`config.mk`:
```
export PLATFORM = sky130hd
export DESIGN_NAME = dense_accum_requant
export DESIGN_NICKNAME = d
export VERILOG_FILES = /design/src/rtl/dense_pkg.sv /design/src/rtl/dense_requant_sat.sv /design/src/rtl/dense_accum_requant.sv
export SDC_FILE = /design/constraint.sdc
export NUM_CORES = 1
export LEC_CHECK = 0
export BUFFER_PORTS_ARGS = -buffer_cell sky130_fd_sc_hd__buf_2
export CORE_UTILIZATION = 50
export CTS_CLUSTER_SIZE = 25
export DETAILED_ROUTE_END_ITERATION = 7
export PLACE_DENSITY_LB_ADDON = 0.25
export SYNTH_ARGS = -nofsm -noshare
export SYNTH_HDL_FRONTEND = slang
export SYNTH_SLANG_ARGS = --single-unit
export TNS_END_PERCENT = 20
```
`constraint.sdc`:
```
create_clock -name ap_clk -period 4.1 [get_ports ap_clk]
set_clock_uncertainty 0.2 [all_clocks]
set_input_delay 1.025 -clock ap_clk [delete_from_list [all_inputs] [get_ports ap_clk]]
set_output_delay 1.025 -clock ap_clk [all_outputs]
set_load 0.02 [all_outputs]
```
`src/rtl/dense_pkg.sv`:
```
// Shared types and helpers for the dense-layer accumulate/requantise stages.
// Holds the FSM state type, a constant-folding clog2 and the shift-and-clip rule.
package dense_pkg;

  typedef enum logic {
    ACCUM,
    OUT
  } state_t;

  localparam int DEF_OUT_W = 16;
  localparam int OUT_MAX   = 2 ** (DEF_OUT_W - 1) - 1;
  localparam int OUT_MIN   = -(2 ** (DEF_OUT_W - 1));

  // Working width of sat_trunc; callers sign-extend into it and slice back out.
  localparam int SAT_W = 64;

  typedef struct packed {
    logic             sat;
    logic [SAT_W-1:0] value;
  } sat_res_t;

  function automatic int clog2(input int v);
    int r;
    r = 0;
    while ((1 << r) < v) r++;
    return r;
  endfunction

  function automatic sat_res_t sat_trunc(input logic signed [SAT_W-1:0] acc,
                                         input int shift, input int out_w);
    sat_res_t                r;
    logic signed [SAT_W-1:0] q;
    logic signed [SAT_W-1:0] hi;
    logic signed [SAT_W-1:0] lo;
    q  = acc >>> shift;
    hi = (64'sd1 <<< (out_w - 1)) - 64'sd1;
    lo = -(64'sd1 <<< (out_w - 1));
    r.sat   = 1'b0;
    r.value = q;
    if (q > hi) begin
      r.sat   = 1'b1;
      r.value = hi;
    end else if (q < lo) begin
      r.sat   = 1'b1;
      r.value = lo;
    end
    return r;
  endfunction

endpackage

```
`src/rtl/dense_requant_sat.sv`:
```
// Combinational requantiser: arithmetic right shift (floor) then clip to a
// signed OUT_W-bit range, flagging when the clip was applied.
module dense_requant_sat
  import dense_pkg::*;
#(
  parameter int ACC_W = 32,
  parameter int SHIFT = 10,
  parameter int OUT_W = 16
) (
  input  logic [ACC_W-1:0] i_acc,
  output logic [OUT_W-1:0] o_data,
  output logic             o_sat
);

  if (ACC_W > SAT_W || OUT_W >= SAT_W) begin : g_width_check
    $error("dense_requant_sat: ACC_W/OUT_W exceed the sat_trunc working width");
  end

  sat_res_t w_res;
  logic     w_unused;

  assign w_res    = sat_trunc(SAT_W'($signed(i_acc)), SHIFT, OUT_W);
  assign o_data   = w_res.value[OUT_W-1:0];
  assign o_sat    = w_res.sat;
  // Upper bits are a sign extension of o_data once clipped.
  assign w_unused = ^w_res.value[SAT_W-1:OUT_W];

endmodule

```
`src/rtl/dense_accum_requant.sv`:
```
// Accumulates N_IN signed products onto a bias-seeded neuron sum, requantises
// the final sum with saturation and holds it on a valid/ready output register.
module dense_accum_requant
  import dense_pkg::*;
#(
  parameter int PROD_W = 26,
  parameter int N_IN   = 16,
  parameter int ACC_W  = 32,
  parameter int BIAS_W = 16,
  parameter int OUT_W  = 16,
  parameter int SHIFT  = 10
) (
  input  logic              ap_clk,
  input  logic              ap_rst,
  input  logic [PROD_W-1:0] prod_in,
  input  logic [BIAS_W-1:0] bias_in,
  input  logic              in_valid,
  output logic              in_ready,
  output logic [OUT_W-1:0]  out_data,
  output logic              out_sat,
  output logic              out_valid,
  input  logic              out_ready
);

  localparam int CNT_W = (clog2(N_IN) < 1) ? 1 : clog2(N_IN);
  localparam logic [CNT_W-1:0] CNT_LAST = CNT_W'(N_IN - 1);

  if (N_IN < 2) begin : g_nin_check
    $error("dense_accum_requant: N_IN must be at least 2");
  end
  if (ACC_W < PROD_W + clog2(N_IN) + 1) begin : g_acc_check
    $error("dense_accum_requant: ACC_W too narrow for N_IN products of PROD_W bits");
  end

  state_t             r_state;
  state_t             w_state_next;
  logic [CNT_W-1:0]   r_cnt;
  logic [CNT_W-1:0]   w_cnt_next;
  logic [ACC_W-1:0]   r_acc;
  logic [ACC_W-1:0]   w_acc_next;
  logic [ACC_W-1:0]   w_prod_ext;
  logic [ACC_W-1:0]   w_seed;
  logic               w_accept;
  logic               w_last;
  logic [OUT_W-1:0]   w_q;
  logic               w_q_sat;
  logic [OUT_W-1:0]   r_out_data;
  logic               r_out_sat;
  logic               r_out_valid;

  assign in_ready   = (r_state == ACCUM);
  assign w_accept   = in_valid && in_ready;
  assign w_last     = w_accept && (r_cnt == CNT_LAST);
  assign w_prod_ext = ACC_W'($signed(prod_in));
  // The first beat of a neuron replaces the old sum with the scaled bias.
  assign w_seed     = (r_cnt == '0) ? (ACC_W'($signed(bias_in)) <<< SHIFT) : r_acc;

  // NOTE: every output of this block is given a default first, so no path
  // leaves a signal unassigned and no latch is inferred.
  always_comb begin
    w_state_next = r_state;
    w_cnt_next   = r_cnt;
    w_acc_next   = r_acc;
    case (r_state)
      ACCUM: begin
        if (w_accept) begin
          w_acc_next = w_seed + w_prod_ext;
          if (r_cnt == CNT_LAST) begin
            w_cnt_next   = '0;
            w_state_next = OUT;
          end else begin
            w_cnt_next = r_cnt + CNT_W'(1);
          end
        end
      end
      OUT: begin
        if (out_ready) w_state_next = ACCUM;
      end
    endcase
  end

  dense_requant_sat #(
    .ACC_W (ACC_W),
    .SHIFT (SHIFT),
    .OUT_W (OUT_W)
  ) u_requant (
    .i_acc  (w_acc_next),
    .o_data (w_q),
    .o_sat  (w_q_sat)
  );

  // NOTE: state is updated with non-blocking assignments so every register
  // samples the pre-edge values regardless of statement order.
  always_ff @(posedge ap_clk) begin
    if (ap_rst) begin
      r_state     <= ACCUM;
      r_cnt       <= '0;
      r_acc       <= '0;
      r_out_data  <= '0;
      r_out_sat   <= 1'b0;
      r_out_valid <= 1'b0;
    end else begin
      r_state <= w_state_next;
      r_cnt   <= w_cnt_next;
      r_acc   <= w_acc_next;
      if (w_last) begin
        r_out_data  <= w_q;
        r_out_sat   <= w_q_sat;
        r_out_valid <= 1'b1;
      end else if (r_out_valid && out_ready) begin
        r_out_valid <= 1'b0;
      end
    end
  end

  assign out_data  = r_out_data;
  assign out_sat   = r_out_sat;
  assign out_valid = r_out_valid;

endmodule
```
==> impl_metrics.tcl, run 1 <==
set metrics [dict create \
    status "finished with violations" \
    violations "negative setup slack" \
    cellPowerDensity_mw_per_mm2 339.3 \
    cp_slowest_stage_delay_ns 0.55 \
    fin_cells 891 \
    seq_area_mm2 0.001104 \
    critPathKind "flip-flop to flip-flop" \
    rows 34 \
    async_reset_ff_frac 0 \
    critPathTopFamily "compound AO/OA/AOI/OAI gates" \
    syn2layout_area_growth_pct 40.29 \
    timing_hold_violations_final 0 \
    place.gp.congestion 0.9720 \
    die_w_um 97.32 \
    fp.dieH_um 97.32 \
    start_util 0.5184 \
    grt_max_degree 56 \
    drt_iter0_markers 316 \
    wl_per_cell_um 16.33 \
    clkLatencyLatePin_ns 0.32 \
    grt_overflow 0 \
    synth_edf_count 0 \
    viasPerCell 5.820 \
    finalPower_uw 2163 \
    grt_pass1_vias 4924 \
    end_kind "flip-flop" \
    synth_cells 623 \
    drc 0 \
    core_mm2 0.008763 \
    ant_nets 0 \
    start_kind "flip-flop" \
    vdd_ir_drop_max_mv 0.1918 \
    antenna_cells 0 \
    finalNetCount 864 \
    placed_cells 868 \
    cts-htree-levels 2 \
    cts_tree "built" \
    seq_area_frac_synth 0.2424 \
    syn_area_mm2 0.004543 \
    firstDrtPassIters 5 \
    cp.required_ns 4.07 \
    die_area_mm2 0.009471 \
    yosysWarnings 0 \
    worstPathCellList "inv_2 > ha_4 > and2_4 > clkbuf_16 > nand2_1 > nand2_1 > ha_1 > and4_4 > and3_2 > a32oi_4 > o211ai_1 > a21oi_1 > xor2_1 > nor2_1 > o41a_4 > buf_12 > nor2b_4 > nor3_1" \
    ios 65 \
    clk_path_buf_depth 2 \
    slew_headroom 0.2612 \
    cts_buffers 5 \
    clk_pin_slew_worst_paths_ns 0.12 \
    vias 5186 \
    drv_cap 0 \
    avgSynthCellArea_um2 7.292 \
    finalCriticalPeriod_ns 4.102 \
    clock-sinks 55 \
    path_buf_inv 3 \
    wirelength_um 14550 \
    rsz0062_at_grt "true" \
    finalCritPeriodShare 1.001 \
    final_layout_size_suffix_gt1_frac 0.3678 \
    cts_hold_buf 0 \
    worstPathArrival_ns 4.07 \
    synthFlopType "dfxtp_1" \
    synth_nets 705 \
    setup_violations 2 \
    slew_viol_final 0 \
    tightest_slew_ns 1.108 \
    root_buffer "clkbuf_8" \
    setup_ws_ns -0.002477 \
    synth_cell_types 71 \
    multi_input_area_mm2 0.003690 \
    hpwl_um 10370 \
    hold_class "flip-flop to flip-flop" \
    placement.io_buffers 64 \
    cpMaxStageDelayCell "o41a_4" \
    grt_pass1_wl_um 22190 \
    synth-seq-cells 55 \
    antenna_found_initial 0 \
    path_max_fanout 7 \
    fill_cells 667 \
    worst_path_most_repeated_cell "nand2_1" \
    grt_usage 0.2817 \
    p_leak_uw 0.002825 \
    max_freq_mhz 243.8 \
]
-- logic make-up after synthesis --
kind of cell,after synthesis,synth area share
simple gates,287,0.3043
compound gates,167,0.2424
flops,55,0.2424
buf+inv,45,0.04462
fa+ha+maj,36,0.1008
xor+xnor,27,0.05205
mux,6,0.01350
-- layout make-up --
cell class              instances  share of cell area
clock buffers                   5             0.01080
inverters                      11            0.006478
multi-input cells             524              0.5789
flip-flops and latches         55              0.1731
well taps                     108             0.02120
clock inverters                 3            0.003730
repair buffers                185              0.2057
-- worst register-to-register path, cell delays in order, from the launching register on --
cell,delay [ns]
dfxtp_2,0.36
inv_2,0.05
ha_4,0.17
and2_4,0.17
clkbuf_16,0.17
nand2_1,0.06
nand2_1,0.06
ha_1,0.33
and4_4,0.22
and3_2,0.24
a32oi_4,0.23
o211ai_1,0.20
a21oi_1,0.19
xor2_1,0.21
nor2_1,0.08
o41a_4,0.55
buf_12,0.15
nor2b_4,0.21
nor3_1,0.09
-- flip-flops by register name, summed over array words and instances (netlist names) --
name and cells:
r_acc 32, out_data 16, r_cnt 4, out_sat 1, out_valid 1, r_state 1
-- per-stage QoR --
step / area [um2] / hold WS, ns / util / setup WS (ns) / setup TNS (ns)
4_1_cts: 5856 / 0.2573 / 0.6682 / 0.009341 / 0
2_1_floorplan: 4549 / 0.2273 / - / 0.001271 / 0
3_5_place_dp: 5685 / 0.2408 / 0.6488 / -0.2495 / -3.323
3_3_place_gp: 5685 / 0.2342 / 0.6488 / -0.1807 / -2.375
6_report: 6374 / 0.2549 / 0.7273 / -0.002477 / -0.004330
5_1_grt: 6374 / 0.2778 / 0.7273 / -0.1312 / -1.083
-- cells in the mapped netlist, types with 10 or more instances --
master,number,area (um2)
nor2_1,61,229.0
o21a_1,11,82.58
nor3_1,14,70.07
ha_1,35,437.9
xor2_1,15,131.4
nand2_1,126,473.0
clkbuf_1,21,78.83
xnor2_1,12,105.1
and2_1,16,100.1
inv_1,11,41.29
dfxtp_1,55,1101
a21oi_1,62,310.3
nand3_1,10,50.05
nor2b_1,14,87.58
o21ai_0,24,120.1
-- cells in the final DEF (no fill, tap or decap), drive strengths merged, types with 10 or more instances in the layout --
| cell type | synthesis | final |
|---|---|---|
| buf | 13 | 184 |
| nand2 | 128 | 128 |
| a21oi | 64 | 64 |
| nor2 | 61 | 61 |
| dfxtp | 55 | 55 |
| ha | 35 | 35 |
| o21ai | 29 | 29 |
| and2 | 16 | 16 |
| nor2b | 15 | 16 |
| xor2 | 15 | 15 |
| nor3 | 15 | 15 |
| xnor2 | 12 | 12 |
| inv | 11 | 12 |
| o21a | 11 | 11 |
| nand3 | 10 | 10 |
-- layer usage --
layer | wire length, um | GRT usage | vias up
met5 | 0 | 0 | -
met4 | 420 | 0.09842 | 0
met3 | 863 | 0.03453 | 34
met2 | 7222 | 0.5081 | 181
met1 | 6044 | 0.3436 | 2451
li1 | - | - | 2520
-- report_power, final --
part | switching [uW] | leakage (uW) | total [uW] | internal (uW)
logic | 630 | 0.00233 | 1220 | 590
registers | 25.7 | 0.000450 | 607 | 581
clock network | 212 | 0.0000408 | 335 | 123
total | 868 | 0.00282 | 2160 | 1290
-- what timing repair did --
| action | 4_1_cts | 5_1_grt |
|---|---|---|
| gates cloned | 1 | 1 |
| buffers inserted | 0 | 13 |
| pin swaps | 4 | 29 |
| endpoints found under the setup margin | 16 | 16 |
| gates resized for setup | 14 | 79 |
-- worst paths after layout --
kind	start	slack, ns	to	cells after the start
worst min register to register	r_acc[2]	0.25	r_acc[2]	2
worst max register to register	r_cnt[0]	-0.002	out_data[7]	18
worst min-delay path	r_acc[2]	0.25	r_acc[2]	2
worst max-delay path	r_cnt[0]	-0.002	out_data[7]	18
No activity file was read; power rests on OpenSTA's default activity.
==> run 2: changes to the inputs <==
Settings changed: ABC_AREA from default to 1.
==> impl_metrics.tcl, run 2 <==
set metrics [dict create \
    status "finished clean" \
    synth_edf_count 0 \
    grt_max_degree 43 \
    cellPowerDensity_mw_per_mm2 331.2 \
    worst_path_most_repeated_cell "nand3_1" \
    drv_cap 0 \
    cts_buffers 5 \
    tightest_slew_ns 0.5110 \
    yosys.area_share.xor_xnor 0.04136 \
    firstDrtPassIters 5 \
    synth_adder_area_share 0.09401 \
    viasPerCell 4.833 \
    synthFlopType "dfxtp_1" \
    synth_cell_types 36 \
    rows 35 \
    grt_pass1_wl_um 20450 \
    cpMaxStageDelayCell "fa_1" \
    vias 4876 \
    critPathTopFamily "simple AND/OR/NAND/NOR gates" \
    ios 65 \
    syn2layout_area_growth_pct 11.05 \
    final_area_mm2 0.005409 \
    placement.io_buffers 64 \
    clkLatencyLatePin_ns 0.33 \
    avgSynthCellArea_um2 5.933 \
    fill_cells 978 \
    clk_pin_slew_worst_paths_ns 0.10 \
    path_max_fanout 18 \
    syn_area_mm2 0.004871 \
    place.gp.congestion 0.9454 \
    setup_violations 0 \
    pre_cts_slack_ns 0.1059 \
    synth_common_cells "nand2_1 (273), inv_1 (144), nor2_1 (66), dfxtp_1 (55), o21ai_0 (47)" \
    cp_slowest_stage_delay_ns 0.41 \
    reg2reg_depth 25 \
    drc 0 \
    regMostFlops "r_acc" \
    fp.dieH_um 100.7 \
    yosysMostFrequentCell "nand2_1" \
    layout_common_cells "nand2_1 (273), inv_1 (144), nor2_1 (66)" \
    layout_commonest_cell "nand2_1" \
    p_leak_uw 0.003039 \
    seq_area_frac_synth 0.2260 \
    synthMuxAreaShare 0 \
    final_layout_size_suffix_gt1_frac 0.1523 \
    path_buf_inv 6 \
    finalCriticalPeriod_ns 3.798 \
    synth_nets 903 \
    finalPower_uw 1791 \
    grt_overflow 0 \
    largest_register_ffs 32 \
    crit_start "r_cnt[0]" \
    clock-sinks 55 \
    reg2reg_to "out_sat" \
    cts-htree-levels 2 \
    drt_iter0_markers 305 \
    wl_per_cell_um 12.21 \
    root_buffer "clkbuf_8" \
    endpoint "out_sat" \
    synthTopCellsByArea "dfxtp_1 (23%), nand2_1 (21%), inv_1 (11%), ha_1 (9.0%), nor2_1 (5.1%)" \
    async_reset_ff_frac 0 \
    start_util 0.5222 \
    synth_top_family_by_area "simple AND/OR/NAND/NOR gates" \
    ant_nets 0 \
    grt_pass1_vias 4335 \
    core_mm2 0.009328 \
    die_area_mm2 0.01014 \
    max_freq_mhz 263.3 \
    cts_tree "built" \
    end_kind "flip-flop" \
    cts_resized 0 \
    yosysWarnings 0 \
    hpwl_um 9824 \
    placed_area_mm2 0.005320 \
    vdd_ir_drop_max_mv 0.2003 \
    slew_viol_final 0 \
    worstPathArrival_ns 3.82 \
    antenna_found_initial 0 \
    finalCritPeriodShare 0.9264 \
    antenna_cells 0 \
    die_w_um 100.7 \
    timing_hold_violations_final 0 \
    hold_class "flip-flop to flip-flop" \
    synth-seq-cells 55 \
    cts_setup_buffers 0 \
    start_kind "flip-flop" \
    cp.depth 25 \
    cts_hold_buf 0 \
    finalNetCount 961 \
    cp.required_ns 4.13 \
    yosys.area_share.simple 0.3699 \
    rrSetupSlack_ns 0.30 \
    setup_tns_ns 0 \
    yosysTopAreaCell "dfxtp_1" \
    synth_cells 821 \
    setup_ws_ns 0.3018 \
    clk_path_buf_depth 2 \
    timing.rr.start "r_cnt[0]" \
    slew_headroom 0.6589 \
    worst_hold_slack_ns 0.2643 \
    wirelength_um 12320 \
    grt_usage 0.2557 \
    critPathKind "flip-flop to flip-flop" \
    synth_compound_area_frac 0.1354 \
    synth.top_cell.area_share 0.2260 \
    rsz0062_at_grt "false" \
]
## run 2: cell families after synthesis
group,count (synthesis)
and+or+nand+nor,425
buffers and inverters,166
AOI/OAI and AO/OA,116
adders and majority gates,36
xor gates and xnor gates,23
DFF,55
## run 2: per-stage QoR
stage	std cells	utilization
2_1_floorplan	821	-
3_3_place_gp	1001	0.5704
3_5_place_dp	1001	0.5704
4_1_cts	1009	0.5799
5_1_grt	1009	0.5799
6_report	1009	0.5799
## run 2: power by group
| group | internal [uW] | switching [uW] |
|---|---|---|
| registers | 577 | 17.5 |
| clock network | 124 | 205 |
| logic | 303 | 565 |
## run 2: area by class of cell
type / instances / area [um2] / share of cell area
tap: 129 / 161.4 / 0.02984
sequential: 55 / 1101 / 0.2036
multi-input combinational: 600 / 3120 / 0.5769
clock buffer: 6 / 72.57 / 0.01342
timing repair buffer: 72 / 392.9 / 0.07263
clock inverter: 2 / 16.27 / 0.003007
inverter: 145 / 544.3 / 0.1006
## run 2: worst min-delay path by stage
stage / cells after the start / from / endpoint / slack, ns
3_3_place_gp: 2 / r_acc[0] / r_acc[0] / 0.25
3_5_place_dp: 2 / out_valid / out_valid / 0.25
6_report: 2 / out_data[15] / out_data[15] / 0.26
2_1_floorplan: 2 / r_acc[0] / r_acc[0] / 0.23
4_1_cts: 2 / out_valid / out_valid / 0.27
5_1_grt: 2 / out_valid / out_valid / 0.29
## run 2: tightest hold or removal path, cell delays in order, from the launching register on
cell and delay, ns:
dfxtp_1 0.32, nand2_1 0.05, a21oi_1 0.05
## run 2: per-layer routing
layer / part of all wire / wire length (um) / track usage
met5: 0 / 0 / 0
met2: 0.42 / 5208 / 0.3999
met1: 0.51 / 6306 / 0.3787
met3: 0.057 / 699 / 0.02358
met4: 0.0083 / 102 / 0.05797
